## config.mk

```make
export PLATFORM = sky130hd
export DESIGN_NAME = keypad_scan_ctrl_flat
export DESIGN_NICKNAME = d
export VERILOG_FILES = /design/src/rtl/keypad_scan_ctrl_pkg.sv /design/src/rtl/keypad_scan_ctrl_if.sv /design/src/rtl/keypad_scan_ctrl_sync.sv /design/src/rtl/keypad_scan_ctrl.sv /design/src/flat_wrapper.sv
export SDC_FILE = /design/constraint.sdc
export NUM_CORES = 1
export LEC_CHECK = 0
export ABC_AREA = 1
export BUFFER_PORTS_ARGS = -buffer_cell sky130_fd_sc_hd__buf_2
export CAP_MARGIN = 30
export CORE_MARGIN = 4
export CORE_UTILIZATION = 42
export CTS_CLUSTER_DIAMETER = 120
export DETAILED_ROUTE_END_ITERATION = 7
export HOLD_SLACK_MARGIN = 0.02
export PLACE_DENSITY = 0.6
export SLEW_MARGIN = 20
export SYNTH_ARGS = -nofsm -noshare
export SYNTH_HDL_FRONTEND = slang
export SYNTH_SLANG_ARGS = --single-unit
```

## constraint.sdc

```tcl
create_clock -name clk -period 5.6 [get_ports clk]
set_input_delay 0.56 -clock clk [delete_from_list [all_inputs] [get_ports clk]]
set_output_delay 0.56 -clock clk [all_outputs]
set_load 0.01 [all_outputs]
```

## src/rtl/keypad_scan_ctrl_pkg.sv

```systemverilog
// Shared definitions for the keypad scan controller: frame result codes,
// FSM states and the row/column to hex key map of the 4x4 keypad.
package keypad_pkg;

  // Frame result kinds produced after each complete four-column scan
  localparam logic [1:0] RES_NONE  = 2'd0;
  localparam logic [1:0] RES_ONE   = 2'd1;
  localparam logic [1:0] RES_MULTI = 2'd2;

  typedef enum logic {
    ST_IDLE    = 1'b0,
    ST_PRESSED = 1'b1
  } state_t;

  // One frame result; code is only meaningful for RES_ONE and is forced
  // to zero otherwise so that whole-struct compares behave.
  typedef struct packed {
    logic [1:0] kind;
    logic [3:0] code;
  } frame_res_t;

  // Row/column intersection to hex key code
  function automatic logic [3:0] key_map(input logic [1:0] row, input logic [1:0] col);
    logic [3:0] code;
    code = 4'h0;
    case ({row, col})
      4'b00_00: code = 4'h1;
      4'b00_01: code = 4'h2;
      4'b00_10: code = 4'h3;
      4'b00_11: code = 4'hA;
      4'b01_00: code = 4'h4;
      4'b01_01: code = 4'h5;
      4'b01_10: code = 4'h6;
      4'b01_11: code = 4'hB;
      4'b10_00: code = 4'h7;
      4'b10_01: code = 4'h8;
      4'b10_10: code = 4'h9;
      4'b10_11: code = 4'hC;
      4'b11_00: code = 4'h0;
      4'b11_01: code = 4'hF;
      4'b11_10: code = 4'hE;
      4'b11_11: code = 4'hD;
      default:  code = 4'h0;
    endcase
    return code;
  endfunction

endpackage

```

## src/rtl/keypad_scan_ctrl_if.sv

```systemverilog
// Keypad pins plus the decoded key outputs towards the display logic.
// master = scan controller, slave = keypad/consumer side.
interface keypad_scan_ctrl_if;
  logic [3:0] row_n;
  logic [3:0] col_n;
  logic [3:0] key_code;
  logic       key_valid;
  logic       key_held;

  modport master (
    input  row_n,
    output col_n,
    output key_code,
    output key_valid,
    output key_held
  );

  modport slave (
    output row_n,
    input  col_n,
    input  key_code,
    input  key_valid,
    input  key_held
  );
endinterface

```

## src/rtl/keypad_scan_ctrl_sync.sv

```systemverilog
// Two-flop synchroniser for asynchronous inputs. The reset value is
// chosen by the instantiator so the idle level of the input is restored.
module sync_2ff #(
  parameter int               WIDTH   = 4,
  parameter logic [WIDTH-1:0] RST_VAL = '0
) (
  input  logic             clk,
  input  logic             rst,
  input  logic [WIDTH-1:0] i_d,
  output logic [WIDTH-1:0] o_q
);

  logic [WIDTH-1:0] r_meta;
  logic [WIDTH-1:0] r_sync;

  // Two-stage capture of the asynchronous input
  always_ff @(posedge clk) begin
    if (rst) begin
      r_meta <= RST_VAL;
      r_sync <= RST_VAL;
    end else begin
      r_meta <= i_d;
      r_sync <= r_meta;
    end
  end

  assign o_q = r_sync;

endmodule

```

## src/rtl/keypad_scan_ctrl.sv

```systemverilog
// Pmod 4x4 keypad scanner: strobes one column low at a time, samples the
// synchronised active-low rows at the end of each column dwell, classifies
// every complete frame, debounces whole frames and emits one code/valid
// pulse per accepted press (no auto-repeat, no rollover).
module keypad_scan_ctrl
  import keypad_pkg::*;
#(
  parameter int SCAN_CYCLES    = 100_000,
  parameter int DEBOUNCE_SCANS = 4,
  parameter int CNT_W          = 17
) (
  input  logic                      clk,
  input  logic                      rst,
  keypad_scan_ctrl_if.master        kp
);

  localparam int             DB_W   = $clog2(DEBOUNCE_SCANS + 1);
  localparam logic [DB_W-1:0] DB_MAX = DB_W'(DEBOUNCE_SCANS);

  logic [3:0]       w_row_s;
  logic [CNT_W-1:0] r_dwell;
  logic [1:0]       r_col_idx;
  logic [3:0]       r_col_n;
  logic             r_eval;
  logic             w_dwell_last;
  logic [15:0]      w_frame;     // bit col*4+row, low = intersection closed
  frame_res_t       w_res;
  frame_res_t       r_cand;
  logic [DB_W-1:0]  r_cnt;
  logic [DB_W-1:0]  w_cnt_next;
  state_t           r_state;
  logic [3:0]       r_key_code;
  logic             r_key_valid;
  logic             r_key_held;

  // Rows idle high, so the synchroniser resets to "nothing pressed"
  sync_2ff #(
    .WIDTH   (4),
    .RST_VAL (4'hF)
  ) u_row_sync (
    .clk (clk),
    .rst (rst),
    .i_d (kp.row_n),
    .o_q (w_row_s)
  );

  assign w_dwell_last = (r_dwell == CNT_W'(SCAN_CYCLES - 1));

  // Dwell counter and column ring; flags frame evaluation after the C4 sample
  always_ff @(posedge clk) begin
    if (rst) begin
      r_dwell   <= '0;
      r_col_idx <= 2'd0;
      r_col_n   <= 4'b1110;
      r_eval    <= 1'b0;
    end else begin
      r_eval <= w_dwell_last && (r_col_idx == 2'd3);
      if (w_dwell_last) begin
        r_dwell   <= '0;
        r_col_idx <= r_col_idx + 2'd1;
        r_col_n   <= {r_col_n[2:0], r_col_n[3]};
      end else begin
        r_dwell <= r_dwell + CNT_W'(1);
      end
    end
  end

  // One frame-buffer slot per column, loaded on that column's last dwell cycle
  generate
    for (genvar gi = 0; gi < 4; gi++) begin : g_col
      logic [3:0] r_col_rows;

      // Capture the row snapshot for column gi
      always_ff @(posedge clk) begin
        if (rst) begin
          r_col_rows <= 4'hF;
        end else if (w_dwell_last && (r_col_idx == 2'(gi))) begin
          r_col_rows <= w_row_s;
        end
      end

      assign w_frame[gi*4 +: 4] = r_col_rows;
    end
  endgenerate

  // Classify the frame: no, exactly one, or several closed intersections
  always_comb begin
    logic [1:0] hits;
    logic [3:0] code;
    hits = 2'd0;
    code = 4'h0;
    for (int c = 0; c < 4; c++) begin
      for (int r = 0; r < 4; r++) begin
        if (!w_frame[c*4 + r]) begin
          if (hits != 2'd2) begin
            hits = hits + 2'd1;
          end
          code = key_map(2'(r), 2'(c));
        end
      end
    end
    w_res.kind = RES_MULTI;
    w_res.code = 4'h0;
    if (hits == 2'd0) begin
      w_res.kind = RES_NONE;
    end else if (hits == 2'd1) begin
      w_res.kind = RES_ONE;
      w_res.code = code;
    end
  end

  // Next debounce count: saturating on a repeated result, restart at 1 otherwise
  always_comb begin
    w_cnt_next = DB_W'(1);
    if (w_res == r_cand) begin
      w_cnt_next = (r_cnt == DB_MAX) ? r_cnt : r_cnt + DB_W'(1);
    end
  end

  // Debounce state update, once per evaluated frame
  always_ff @(posedge clk) begin
    if (rst) begin
      r_cand <= '{kind: RES_NONE, code: 4'h0};
      r_cnt  <= '0;
    end else if (r_eval) begin
      r_cand <= w_res;
      r_cnt  <= w_cnt_next;
    end
  end

  // Press/release FSM acting on the debounce result of the frame being evaluated
  always_ff @(posedge clk) begin
    if (rst) begin
      r_state     <= ST_IDLE;
      r_key_code  <= 4'h0;
      r_key_valid <= 1'b0;
      r_key_held  <= 1'b0;
    end else begin
      r_key_valid <= 1'b0;
      if (r_eval) begin
        case (r_state)
          ST_IDLE: begin
            if ((w_res.kind == RES_ONE) && (w_cnt_next == DB_MAX)) begin
              r_state     <= ST_PRESSED;
              r_key_code  <= w_res.code;
              r_key_valid <= 1'b1;
              r_key_held  <= 1'b1;
            end
          end
          ST_PRESSED: begin
            if ((w_res.kind == RES_NONE) && (w_cnt_next == DB_MAX)) begin
              r_state    <= ST_IDLE;
              r_key_held <= 1'b0;
            end
          end
          default: begin
            r_state <= ST_IDLE;
          end
        endcase
      end
    end
  end

  assign kp.col_n     = r_col_n;
  assign kp.key_code  = r_key_code;
  assign kp.key_valid = r_key_valid;
  assign kp.key_held  = r_key_held;

endmodule
```

## src/flat_wrapper.sv

```systemverilog
// flat-port wrapper written by rule: the top's interface ports become plain ports
module keypad_scan_ctrl_flat import keypad_pkg::*;
#(
  parameter int SCAN_CYCLES    = 100_000,
  parameter int DEBOUNCE_SCANS = 4,
  parameter int CNT_W          = 17
)
  (clk, rst, kp_row_n, kp_col_n, kp_key_code, kp_key_valid, kp_key_held);
  keypad_scan_ctrl_if kp_i ();
  input  logic clk;
  input  logic rst;
  input wire logic [$bits(kp_i.row_n)-1:0] kp_row_n;
  output wire logic [$bits(kp_i.col_n)-1:0] kp_col_n;
  output wire logic [$bits(kp_i.key_code)-1:0] kp_key_code;
  output wire logic [$bits(kp_i.key_valid)-1:0] kp_key_valid;
  output wire logic [$bits(kp_i.key_held)-1:0] kp_key_held;
  assign kp_i.row_n = kp_row_n;
  assign kp_col_n = kp_i.col_n;
  assign kp_key_code = kp_i.key_code;
  assign kp_key_valid = kp_i.key_valid;
  assign kp_key_held = kp_i.key_held;
  keypad_scan_ctrl #(.SCAN_CYCLES(SCAN_CYCLES), .DEBOUNCE_SCANS(DEBOUNCE_SCANS), .CNT_W(CNT_W)) u_core (.clk(clk), .rst(rst), .kp(kp_i));
endmodule
```

* After elaboration in Yosys (flattened, before gate mapping)
Index checks and enable logic that the tools add are counted.
** Word-level totals
- Output and inout port bits :: 10
- Bits in read-only memories :: 0
- Bits in latches :: 0
- Memories kept :: 0
- Register bits :: 64
- RAM bits :: 0
- Word-level logic and storage cells :: 134
- Input port bits :: 6
** Cells by class
- Bitwise gates (word level) :: 2
- Add/sub/neg operators :: 18
- Muxes and demuxes :: 58
- Multipliers :: 0
- Reduce and logical (&&, ||, !) cells :: 13
- Divide/modulo/power cells :: 0
- Shift-type cells :: 0
- Equality and inequality tests :: 26
- Order comparisons :: 0
** Operator list (number)
- $mux 2 :: 31
- $mux 4 :: 11
- $add 2x1->2 const B :: 15
- $ne 2x2->1 const B :: 15
- $mux 3 :: 7
- $add 17x1->17 const B :: 1
- $eq 17x17->1 const B :: 1
- $eq 2x1->1 const B :: 3
- $eq 3x3->1 const B :: 2
- $eq 6x6->1 :: 1
- $logic_and 1x1->1 :: 6
- $logic_not 2->1 :: 3
- $mux 1 :: 6
- $mux 6 :: 1
- $reduce_and 3->1 :: 2
- $eq 2x2->1 const B :: 2
- $pmux 1 s2 :: 2
- $add 3x1->3 const B :: 1
- $reduce_or 3->1 :: 1
- $add 1x1->2 const B :: 1
- $ne 1x2->1 const B :: 1
- $ne 2x1->1 const B :: 1
- $not 1->1 :: 2
- $reduce_or 2->1 :: 1

* Longest topological paths before layout
- Depth in word-level cells :: 55
- Mapped depth :: 54
- Mapped depth without buffers :: 54

* Modules after synthesis
Synthesis repeated with hierarchy kept, for this count alone.
** Second synthesis, totals
- Cells, all modules :: 716
- Area, all modules :: 4426.7 sq um
** Modules (own cells, without submodules)
- keypad_scan_ctrl :: cells each 691, times used 1, seq. area each 1121.1 sq um, area an instance 4202.8 sq um
- sync_2ff :: cells each 25, times used 1, seq. area each 160.2 sq um, area an instance 224.0 sq um

* Worst setup path after synthesis
No wires, ideal clock.
- Path kind :: reg-to-reg
- Start :: register u_core.g_col[0].r_col_rows[0]
- End :: register u_core.r_key_code[0] (netlist: u_core.kp.key_code[0])
- Cell stages (with the launch flop) :: 47
- Required time :: 5491 ps
- Arrival :: 4834 ps
- Slack :: 657 ps
- Path through :: dfxtp_1 > inv_1 > ha_1 > nand2_2 > nand2_4 > nand2_2 > nand2_2 > nor2_2 > nand3_2 > nand2_1 > nand2_1 > nand3_2 > nand2_2 > o21ai_2 > nor2_1 > nand2_2 > nand3_2 > o21ai_4 > (+11 left out) > nand2_1 > nand2_1 > nand2_2 > nand2_1 > nand2_2 > inv_1 > ha_1 > or2_2 > nand2_8 > nand3_4 > a21oi_2 > nand3_2 > nor2_2 > nand4_2 > nand2_2 > nand2_1 > nand2_1 > inv_1
** Between the ends
- Cells in the longest elaborated chain, start to end :: 54
** RTL lines
- start: declaration :: RTL line keypad_scan_ctrl.sv:71 : logic [3:0] r_col_rows;
- start signal: assignment :: RTL line keypad_scan_ctrl.sv:78 : r_col_rows <= w_row_s;
- $mux 1 :: RTL line keypad_scan_ctrl.sv:94 : if (!w_frame[c*4 + r]) begin
- $add 1x1->2 / $ne 1x2->1 (equally long branches) :: RTL line keypad_scan_ctrl.sv:96, keypad_scan_ctrl.sv:95
- $mux 2 :: RTL line keypad_scan_ctrl.sv:95 : if (hits != 2'd2) begin
- $mux 2 :: RTL line keypad_scan_ctrl.sv:94
- $add 2x1->2 / $ne 2x2->1 (equally long branches) :: RTL line keypad_scan_ctrl.sv:96, keypad_scan_ctrl.sv:95
- $mux 2 :: RTL line keypad_scan_ctrl.sv:95
- $mux 2 :: RTL line keypad_scan_ctrl.sv:94
- $add 2x1->2 / $ne 2x2->1 (equally long branches) :: RTL line keypad_scan_ctrl.sv:96, keypad_scan_ctrl.sv:95
- (+38 left out)
- $eq 2x1->1 :: RTL line keypad_scan_ctrl.sv:106 : end else if (hits == 2'd1) begin
- $mux 6 :: RTL line keypad_scan_ctrl.sv:106
- $mux 4 / $mux 2 (equally long branches) :: RTL line keypad_scan_ctrl.sv:104 : if (hits == 2'd0) begin
- $eq 6x6->1 :: RTL line keypad_scan_ctrl.sv:115 : if (w_res == r_cand) begin
- $mux 3 :: RTL line keypad_scan_ctrl.sv:115
- $eq 3x3->1 :: RTL line keypad_scan_ctrl.sv:143 : if ((w_res.kind == RES_ONE) && (w_cnt_next == DB_MAX)) begin
- $logic_and 1x1->1 :: RTL line keypad_scan_ctrl.sv:143
- $reduce_and 3->1 (no line)
- end signal: assignment :: RTL line keypad_scan_ctrl.sv:145 : r_key_code <= w_res.code;
- end: declaration :: RTL line keypad_scan_ctrl.sv:32 : logic [3:0] r_key_code;
Parallel ways exist; a longest one is shown, timed or not.
A chain may end at the register's enable or synchronous reset.

* Final worst setup path
- Start :: register u_core.g_col[0].r_col_rows[1]
- End :: register u_core.r_key_code[1] (netlist: u_core.kp.key_code[1])
** Between the ends
- Cells in the longest elaborated chain, start to end :: 51
** RTL lines (RTL line)
- $mux 2 :: keypad_scan_ctrl.sv:94
- $add 2x1->2 / $ne 2x2->1 (equally long branches) :: keypad_scan_ctrl.sv:96, keypad_scan_ctrl.sv:95
- $mux 2 :: keypad_scan_ctrl.sv:95
- $mux 2 :: keypad_scan_ctrl.sv:94
- $add 2x1->2 / $ne 2x2->1 (equally long branches) :: keypad_scan_ctrl.sv:96, keypad_scan_ctrl.sv:95
- $mux 2 :: keypad_scan_ctrl.sv:95
- $mux 2 :: keypad_scan_ctrl.sv:94
- $add 2x1->2 / $ne 2x2->1 (equally long branches) :: keypad_scan_ctrl.sv:96, keypad_scan_ctrl.sv:95
- (+35 left out)
- $eq 2x1->1 :: keypad_scan_ctrl.sv:106
- $mux 6 :: keypad_scan_ctrl.sv:106
- $mux 4 / $mux 2 (equally long branches) :: keypad_scan_ctrl.sv:104
- $eq 6x6->1 :: keypad_scan_ctrl.sv:115
- $mux 3 :: keypad_scan_ctrl.sv:115
- $eq 3x3->1 :: keypad_scan_ctrl.sv:143
- $logic_and 1x1->1 :: keypad_scan_ctrl.sv:143
- $reduce_and 3->1 (no line)
Parallel ways exist; a longest one is shown, timed or not.

==> summary.md <==
After the first detailed-routing iteration, the DRC count stood at 198. Final clock period utilization by the worst path: 95.5%. The data required time at the worst endpoint is 5.88 ns. The number of buffer cells added on primary ports was 15; the met1 global-route usage was 19.3%. For the worst flop-to-flop path, the logic depth is 46. The top cell type's share of synthesized area was 29.1%. The clock sink count is 64. The multi-input combinational cell area was 3090 µm².

The startpoint identified for the worst register-to-register timing path is u_core.g_col[0].r_col_rows[1]. The logs give 56.3% for the worst max-slew margin expressed relative to the limit and 29.1% for the portion of the post-synthesis area used by sequential elements. The count of final max-slew check failures was 0.

The most critical setup path has its endpoint at u_core.kp.key_code[1]. The residual DRC count is 0. The global routing's busiest layer is met2. Dividing the detail-routed wire length by the instance count gives 11.5 µm. Max-cap violations in this run came to 0. The netlist uses 43 different library cells. The run gives 1,043 as the number of filler cells placed in the layout.

Of the cells placed in the final design, the portion with a size suffix greater than 1 is 29.1%. In this run the vertical extent of the chip is 110 µm. The number of nets in the synthesized netlist is 685.

The flow ran to the end, and the final reports show no timing, DRC or antenna violations. sky130_fd_sc_hd__dfxtp_1 takes more of the synthesized area than any other cell. The core region is 10,300 µm². TritonCTS built the clock tree. The clock passes through at most 2 buffers. The min-delay analysis places its worst path in the category input pin to register. The die covers 12,200 µm². The count of placed standard cells including taps was 801; the sequential cell area was 1290 µm². The pin count of the biggest net entering global routing was 31; the average cell area after synthesis was 6.62 µm².

For the final setup TNS, the log shows 0 ns. In this run the cell area measured after placement is 4580 µm². Counting the buffers created by CTS gives 9. For the final worst-path setup slack, the log shows 0.254 ns. The tools report the worst flop-to-flop path endpoint as u_core.kp.key_code[1]. The finished cells cover 5210 µm². The most common cell after layout, fill and taps aside was sky130_fd_sc_hd__nand2_1.

The floorplan step set the die width to 110 µm. For the setup-violating endpoint count in the final report, the log shows 0. The tools report the cell at the root of the clock tree as sky130_fd_sc_hd__clkbuf_8. The maximum fanout count along the critical path is 5. Cell with the largest stage delay on the worst path: sky130_fd_sc_hd__dfxtp_4.

The design draws 0.884 mW. The count of cells in the finished layout, fillers not included, comes to 824. The global routing usage on met2 is 25.8%.

At the pin with the least slew margin, the transition time is 0.649 ns. The tools report the static power due to leakage as 2.55 nW. The library cell appearing most often on the critical path was sky130_fd_sc_hd__nand2_2.

The library cells used most frequently in the layout, excluding fill and tap cells, are sky130_fd_sc_hd__nand2_1 (167), sky130_fd_sc_hd__inv_1 (66), sky130_fd_sc_hd__dfxtp_1 (60). For the final database, setup skew stands at 0.00836 ns. The HPWL reported at the end of detailed placement came out at 6.80 mm. STA classifies the critical path startpoint as a register. The worst setup path is of the register to register kind. The met3 demand-to-capacity share in global routing was 1.75%; the data arrival time of the critical path was 5.63 ns. During I/O placement, the number of pins put on the boundary was 16. Clock latency on the worst-skew pair, taken at its later pin, is 0.34 ns. The logs give 0.0177 ns for the worst setup timing slack at the placement stage and 4410 µm² for the area of the mapped netlist. Power spread over the standard cell area amounts to 170 nW/µm². The worst hold path begins at kp_row_n[3]. The logs give 5 for the number of detailed-routing iterations run before antenna repair and 0 for the total count of hold-check failures in the final report. The total global routing overflow came out at 0. The run gives 0 as the initial antenna violation count. The final critical path time including I/O delays and setup works out to 5.35 ns. The H-tree was split into 3 levels. The number of global-route vias before repair was 3,853; the wire length of the first global-routing pass was 16.1 mm.

The worst supply voltage drop on vdd was 185 µV; the overall global routing resource usage was 15.0%. From synthesis to final layout, the design area changed by 18.2%. After the last flow step, the layout net total stands at 702. Routed wire length: 9.44 mm. For this run, the slowest stage of the critical path takes 0.38 ns. The worst register-to-register path has a setup slack of 0.25 ns.

Synthesis handed over a netlist of 666 instances. Once detail routing completed, the nets flagged for antenna violations numbered 0. Setup repair after global routing could not meet its margin everywhere. Ranked by total cell area, the synthesized netlist is headed by sky130_fd_sc_hd__dfxtp_1 (29%), sky130_fd_sc_hd__nand2_1 (16%), sky130_fd_sc_hd__nand3_1 (6.8%), sky130_fd_sc_hd__inv_1 (6.3%), sky130_fd_sc_hd__nand2_2 (5.2%).

The tools report the start point of the critical path as u_core.g_col[0].r_col_rows[1]. For the starting density of the core, the log shows 42.9%. Derived from the worst setup path, the maximum achievable clock frequency is 187 MHz.

The number of vias in the routed layout was 4,113. Capturing element type of the critical path: a register. The run gives 0 as the count of antenna diodes in the layout.

For the cell row count, the log shows 37. The per-cell via count in the routed design works out to 4.99. The number of warnings issued by yosys is 0, and the clock transition at the registers of the reported paths is 0.07 ns. The synthesized design contains 64 register bits. At the end of routability-driven placement, the weighted congestion stood at 0.877.
==> critical path: cells and delay by family (launching register included) <==
family	cells	cell delay (ns)
simple gates	35	3.28
compound gates	3	0.62
fa+ha+maj	2	0.49
flops	1	0.38
buf+inv	5	0.30
xor+xnor	1	0.21
==> state kept, by name (all words and copies together), names as in the netlist <==
register / cells
u_core.r_dwell: 17
u_core.g_col.r_col_rows: 16
u_core.r_cand: 6
u_core.kp.col_n: 4
u_core.kp.key_code: 4
u_core.u_row_sync.o_q: 4
u_core.u_row_sync.r_meta: 4
u_core.r_cnt: 3
u_core.r_col_idx: 2
u_core.kp.key_held: 1
u_core.kp.key_valid: 1
u_core.r_eval: 1
u_core.r_state: 1
==> final cells by class <==
type                    count  share of cell area (%)
flip-flops and latches     64                    24.8
clock buffers              11                    2.91
multi-input cells         503                    59.3
clock inverters             5                    1.06
inverters                  84                    6.24
well taps                 136                    3.27
repair buffers             21                    2.45
==> cells in the mapped netlist, drive strengths merged <==
cell type	n
nand2	239
inv	83
nand3	74
dfxtp	64
nor2	57
a21oi	26
o211ai	19
nand4	18
o21ai	16
ha	13
or2	12
clkbuf	9
xor2	9
buf	7
nor3	7
a211oi	3
nor4	2
xnor2	2
a221oi	1
a31oi	1
clkinv	1
nand3b	1
nor3b	1
o31ai	1
==> metal layers <==
layer,vias to the layer above,share of wire [%]
li1,2175,-
met1,1870,48
met2,50,48
met3,18,2.1
met4,0,1.9
met5,-,0
==> power breakdown <==
part	switching (mW)	leakage [nW]	internal [mW]	total [mW]
Clock	0.176	0.101	0.228	0.404
Combinational	0.0128	1.94	0.00649	0.0193
Sequential	0.00166	0.517	0.458	0.460
==> worst min-delay path by stage <==
stage	endpoint	slack (ns)	cells past startpoint
6_report	u_core.u_row_sync.r_meta[3]	0.41	2
3_5_place_dp	u_core.u_row_sync.o_q[1]	0.40	1
2_1_floorplan	u_core.u_row_sync.o_q[0]	0.39	1
5_1_grt	u_core.u_row_sync.r_meta[0]	0.40	2
4_1_cts	u_core.u_row_sync.r_meta[3]	0.39	2
3_3_place_gp	u_core.u_row_sync.o_q[3]	0.40	1
==> stage by stage <==
stage	utilization, %	hold WS [ns]
6_report	50.7	0.406
5_1_grt	50.7	0.400
4_1_cts	46.6	0.388
3_5_place_dp	44.5	0.398
3_3_place_gp	44.5	0.396
2_1_floorplan	-	0.389
==> cells by family after synthesis <==
| kind of cell | count (synthesis) | synth area share, % |
|---|---|---|
| xor+xnor | 11 | 2.36 |
| buf+inv | 100 | 9.02 |
| fa+ha+maj | 13 | 3.69 |
| simple gates | 411 | 46.2 |
| compound gates | 67 | 9.71 |
| flops | 64 | 29.1 |
==> repair_timing <==
action | 4_1_cts | 5_1_grt
setup buffers | 0 | 5
endpoints found under the hold margin | 0 | 0
resized for setup | 1 | 94
cloned | 0 | 1
pin swaps | 0 | 50
hold buffers | 0 | 0
setup endpoints to repair | 3 | 12
No activity file was read; power rests on OpenSTA's default activity.
